File: src/rtl/bcd_scan_pkg.sv
// Shared types and constants for the time-multiplexed binary-to-BCD scan scheduler.
package bcd_scan_pkg;

    typedef enum logic [1:0] {
        IDLE  = 2'd0,
        LOAD  = 2'd1,
        SHIFT = 2'd2,
        STORE = 2'd3
    } state_t;

    localparam int unsigned BCD_ADJ        = 3;
    localparam int unsigned BCD_ADJ_THRESH = 5;
    localparam logic [11:0] BCD_BLANK      = 12'hFFF;

endpackage

File: src/rtl/bcd_scan_sched_dabble.sv
// Sequential shift-add-3 (double dabble) engine: one load, then W single-bit steps.
module bcd_dabble_core
    import bcd_scan_pkg::*;
#(
    parameter int W  = 10,
    parameter int DW = 12
) (
    input  logic          clk,
    input  logic          rst_n,
    input  logic          load,
    input  logic          step,
    input  logic [W-1:0]  bin_in,
    output logic [DW-1:0] bcd_out,
    output logic          last_step
);

    localparam int ND = DW / 4;
    localparam int SW = $clog2(W + 1);

    logic [W-1:0]  sr;
    logic [DW-1:0] bcd;
    logic [DW-1:0] adj;
    logic [SW-1:0] step_cnt;

    function automatic logic [DW-1:0] digit_adjust(input logic [DW-1:0] v);
        logic [DW-1:0] r;
        r = v;
        for (int d = 0; d < ND; d++) begin
            if (v[4*d +: 4] >= 4'(BCD_ADJ_THRESH)) begin
                r[4*d +: 4] = v[4*d +: 4] + 4'(BCD_ADJ);
            end
        end
        return r;
    endfunction

    always_comb begin
        adj = digit_adjust(bcd);
    end

    // Datapath: carry-out of the top digit falls off; the caller flags that range separately.
    always_ff @(posedge clk) begin
        if (load) begin
            sr  <= bin_in;
            bcd <= '0;
        end else if (step) begin
            bcd <= {adj[DW-2:0], sr[W-1]};
            sr  <= {sr[W-2:0], 1'b0};
        end
    end

    always_ff @(posedge clk or negedge rst_n) begin
        if (!rst_n) begin
            step_cnt <= '0;
        end else if (load) begin
            step_cnt <= '0;
        end else if (step) begin
            step_cnt <= step_cnt + SW'(1);
        end
    end

    assign last_step = step && (step_cnt == SW'(W - 1));
    assign bcd_out   = bcd;

endmodule

File: src/rtl/bcd_scan_sched.sv
// Shares one double-dabble core across L display channels, one channel per W+2 cycles.
// Optional macro BCD_SCAN_TICKQ_EN queues one tick that arrives while a frame is running.
module bcd_scan_sched
    import bcd_scan_pkg::*;
#(
    parameter int L  = 10,
    parameter int W  = 10,
    parameter int DW = 12
) (
    input  logic            clk,
    input  logic            RSTn,
    input  logic            tick,
    input  logic [L*W-1:0]  bin,
    output logic [L*DW-1:0] dec,
    output logic [L-1:0]    ovf,
    output logic            busy,
    output logic            frame_done
);

    localparam int          CW    = (L > 1) ? $clog2(L) : 1;
    localparam int unsigned LIMIT = 10 ** (DW / 4);
    localparam logic [DW-1:0] BLANK = (DW == 12) ? DW'(BCD_BLANK) : {DW{1'b1}};

    state_t        state;
    logic [CW-1:0] ch;
    logic [L*W-1:0] snap;
    logic [W-1:0]  snap_ch [L];
    logic [W-1:0]  cur_val;
    logic          ovf_cur;
    logic [DW-1:0] bank [L];
    logic [DW-1:0] bcd;
    logic          last_step;
    logic          last_ch;
    logic          restart;
    logic          snap_en;

    function automatic logic over_limit(input logic [W-1:0] v);
        return 32'(v) >= 32'(LIMIT);
    endfunction

    function automatic logic [DW-1:0] store_code(input logic [DW-1:0] v, input logic blank);
        return blank ? BLANK : v;
    endfunction

    for (genvar g = 0; g < L; g++) begin : g_slot
        assign snap_ch[g]               = snap[W*(L-g)-1 -: W];
        assign dec[DW*(L-g)-1 -: DW]    = bank[g];
    end

    assign cur_val = snap_ch[ch];
    assign last_ch = (ch == CW'(L - 1));
    assign busy    = (state != IDLE);

`ifdef BCD_SCAN_TICKQ_EN
    logic pending;

    // A tick landing on the final STORE edge is consumed directly by the restart.
    always_ff @(posedge clk or negedge RSTn) begin
        if (!RSTn) begin
            pending <= 1'b0;
        end else if (state == STORE && last_ch) begin
            pending <= 1'b0;
        end else if (tick && state != IDLE) begin
            pending <= 1'b1;
        end
    end

    assign restart = pending | tick;
`else
    assign restart = 1'b0;
`endif

    assign snap_en = (state == IDLE && tick) || (state == STORE && last_ch && restart);

    always_ff @(posedge clk) begin
        if (snap_en) begin
            snap <= bin;
        end
        if (state == LOAD) begin
            ovf_cur <= over_limit(cur_val);
        end
    end

    bcd_dabble_core #(
        .W  (W),
        .DW (DW)
    ) u_core (
        .clk       (clk),
        .rst_n     (RSTn),
        .load      (state == LOAD),
        .step      (state == SHIFT),
        .bin_in    (cur_val),
        .bcd_out   (bcd),
        .last_step (last_step)
    );

    always_ff @(posedge clk or negedge RSTn) begin
        if (!RSTn) begin
            state      <= IDLE;
            ch         <= '0;
            frame_done <= 1'b0;
            ovf        <= '0;
            for (int i = 0; i < L; i++) begin
                bank[i] <= '0;
            end
        end else begin
            frame_done <= 1'b0;
            unique case (state)
                IDLE: begin
                    if (tick) begin
                        ch    <= '0;
                        state <= LOAD;
                    end
                end
                LOAD: begin
                    state <= SHIFT;
                end
                SHIFT: begin
                    if (last_step) begin
                        state <= STORE;
                    end
                end
                STORE: begin
                    bank[ch] <= store_code(bcd, ovf_cur);
                    ovf[ch]  <= ovf_cur;
                    if (last_ch) begin
                        frame_done <= 1'b1;
                        ch         <= '0;
                        state      <= restart ? LOAD : IDLE;
                    end else begin
                        ch    <= ch + CW'(1);
                        state <= LOAD;
                    end
                end
                default: begin
                    state <= IDLE;
                end
            endcase
        end
    end

endmodule
File: config.mk
export PLATFORM = sky130hd
export DESIGN_NAME = bcd_scan_sched
export DESIGN_NICKNAME = d
export VERILOG_FILES = /design/src/rtl/bcd_scan_pkg.sv /design/src/rtl/bcd_scan_sched_dabble.sv /design/src/rtl/bcd_scan_sched.sv
export SDC_FILE = /design/constraint.sdc
export NUM_CORES = 1
export LEC_CHECK = 0
export BUFFER_PORTS_ARGS = -buffer_cell sky130_fd_sc_hd__buf_2
export CAP_MARGIN = 20
export CORE_MARGIN = 2
export CORE_UTILIZATION = 30
export DETAILED_ROUTE_END_ITERATION = 10
export PLACE_DENSITY = 0.47
export SYNTH_ARGS = -nofsm -noshare
export SYNTH_HDL_FRONTEND = slang
export SYNTH_HIERARCHICAL = 1
export SYNTH_SLANG_ARGS = --single-unit
File: constraint.sdc
create_clock -name clk -period 7.9 [get_ports clk]
set_input_delay 0.395 -clock clk [delete_from_list [all_inputs] [get_ports clk]]
set_output_delay 0.395 -clock clk [all_outputs]
set_load 0.01 [all_outputs]
==> reports/qor.yml <==
fillerInstances: 3418
cp_cell_sequence: "nand2_1, nor2b_2, mux2_2"
critPathCaptureType: "flop"
crit_arrival_ns: 3.12
hp-start: "bin[62]"
nets: 1172
final_antenna_net_count: 0
grt_pass1_wl_mm: 41.4
drc: 0
synth_flop_cell: "dfrtp_1"
regToRegSetupSlack_ns: 5.20
tns_ns: 0
dieHeight_um: 190
tightest_slew_ns: 1.04
die_w_um: 190
core_um2: 34300
antenna_found_initial: 0
finalCriticalPeriod_ns: 2.70
start_kind: "flop"
grt_start_max_net_pins: 81
critPathLaunch: "ch[0]"
setup_ws_ns: 5.20
core.rowCount: 68
track_usage_pct: 14.9
r2r_cells: 3
root_buffer: "clkbuf_16"
initial_utilization_pct: 30.3
ys_seq_area_share_pct: 68.4
timing.rr.end: "ovf[3]"
finalHoldViolations: 0
worstSetupPathType: "flop to flop"
setup_viol: 0
peakVddDrop_mv: 0.176
syn-num-nets: 918
path_clk_slew_ns: 0.06
fp.dieArea_um2: 36100
cts_tree: "done"
cts_inserted_buffers: 29
ys_warn_count: 6
drtIter0Drc: 418
vias_per_cell: 4.54
swShare_pct: 35.1
drv_slew: 0
power_frac_seq_pct: 42.3
clockPowerShare_pct: 26.1
worst_path_largest_cell_delay_ns: 1.01
grt_pass1_vias: 6960
dp_cells: 1463
drv_cap: 0
hold_end: "snap[62]"
comb_power_share_pct: 31.5
power_leakage_nw: 5.78
via_count: 6970
portBuffers: 234
wl_mm: 27.1
r2r-start: "ch[0]"
hpwl_mm: 18.5
cts_resized: 0
grt_remaining_overflow: 0
routedWlPerCell_um: 17.7
final.setup_skew_ns: 0.00855
synth_area_um2: 10400
seqCellArea_um2: 7100
p_per_area_nw_per_um2: 396
place_ws_ns: 5.16
fmax_mhz: 370
async_reset_ff_share_pct: 53.4
syn_area_per_cell_um2: 12.9
synth_cells: 803
status: "finished, final reports clean"
synth.distinct_cells: 53
place.gp.congestion: 0.751
multi_input_area_um2: 3000
p_int_mw: 3.38
h-tree-depth: 1
post-route-period-util_pct: 34.2
hold_depth: 1
critPathMaxFanout: 37
hold_path.class: "primary input to flop"
io_pins: 235
fin_cells: 1534
cpMaxStageDelayCell: "dfrtp_2"
clk_latency_ns: 0.54
ys_seq_elements: 264
rsz0062_at_grt: "false"
synth_edf_count: 111
worst_slew_margin_rel_pct: 30.4
area_delta_synth_final_pct: 26.7
drive_gt1_share_pct: 32.7
clk_path_buf_depth: 3
required_ns: 8.32
drtPass1Iterations: 5
power_switching_mw: 1.82
cts.sinks: 264
==> per-stage QoR <==
step	util [%]	hold WS, ns	total power [mW]	area, µm²
finish	38.4	0.0312	5.20	13200
global route	38.4	0.00521	5.56	13200
CTS	38.3	0.000159	5.30	13100
detailed placement	35.0	0.465	3.90	12000
global placement	35.0	0.457	3.86	12000
floorplan	-	0.0994	3.16	10400
==> flip-flops by register name (all words and copies together), names as in the netlist, 2 cells and up <==
name	count
ch	4
dec	120
u_core/bcd_out	12
ovf	10
snap	100
u_core/step_cnt	4
u_core/sr	10
state	2
==> cells by family (layout without fill, tap and decap cells) <==
kind of cell             after synthesis  after routing  synth area share, %
AO/OA/AOI/OAI                        184            184                 10.1
buffers and inverters                 60            335                 2.83
XOR/XNOR                               3              3                0.253
adder cells (fa/ha/maj)               12             12                 1.45
other                                  0              1                    0
multiplexers                          60             60                 7.65
AND/OR/NAND/NOR                      220            220                 9.29
flip-flops                           264            264                 68.4
==> what timing repair did <==
| item | CTS | global route |
|---|---|---|
| endpoints found under the hold margin | 88 | 0 |
| setup buffers | 0 | 0 |
| hold buffers | 17 | 0 |
==> metal layers <==
metal  wire [µm]  vias up  global-route usage (%)
met2       11600      243                    22.5
met4         683        0                    4.11
li1            -     3378                       -
met1       13200     3304                    22.3
met5           0        -                       0
met3        1640       45                    2.32
==> cells in the mapped netlist, drive strengths merged (3+ instances only) <==
cell type,n,area (µm²)
dfxtp,12,240
ha,12,150
nand2b,5,31.3
mux2i,16,160
nor2,91,347
and3,3,18.8
mux2,32,360
a21oi,74,370
o22ai,9,56.3
o32ai,7,68.8
buf,28,174
mux4,12,274
and2,4,25.0
nand3,6,30.0
o22a,3,26.3
o21ai,80,415
edfxtp,111,3330
nand4,3,18.8
nor3,5,25.0
nand2,84,318
nor2b,6,37.5
dfrtp,141,3530
clkbuf,14,52.6
inv,18,67.6
==> cell type report <==
type / count / share of cell area (%)
sequential: 264 / 54.0
clock buffer: 39 / 5.95
clock inverter: 13 / 1.34
timing repair buffer: 265 / 11.1
antenna: 1 / 0.0190
inverter: 18 / 0.514
multi-input combinational: 479 / 22.8
tap: 455 / 4.33
==> how the worst max path moves through the flow <==
stage	to	depth (start not counted)
after global placement	ovf[3]	3
after CTS	ovf[3]	3
after global routing	ovf[3]	3
after floorplan	snap[0]	4
final	ovf[3]	3
after detailed placement	ovf[3]	3
==> worst max-delay path, delay by kind of cell, from the launching register on <==
family        cells  cell delay [ns]
flops             1             1.01
mux               1             0.41
simple gates      2             1.15
==> cells in the final DEF, fill, tap and decap left out, types with 6 or more instances in the layout <==
master	instances
dfrtp_1	139
o21ai_0	75
clkbuf_1	8
ha_1	12
edfxtp_1	111
buf_4	13
mux4_2	11
nand3_1	6
a21oi_1	74
mux2_2	30
inv_1	18
mux2i_1	16
o32ai_1	6
nor2_1	88
nand2_1	83
dfxtp_1	12
buf_2	233
clkbuf_16	29
o22ai_1	9
dlygate4sd3_1	17
==> power groups by stage <==
stage / combinational, mW / clock (mW) / sequential (mW)
5_1_grt: 1.83 / 1.46 / 2.26
6_report: 1.64 / 1.36 / 2.20
3_3_place_gp: 1.63 / 0 / 2.23
2_1_floorplan: 0.920 / 0 / 2.24
4_1_cts: 1.68 / 1.41 / 2.21
3_5_place_dp: 1.66 / 0 / 2.24
Power figures use the tool's default switching activity.
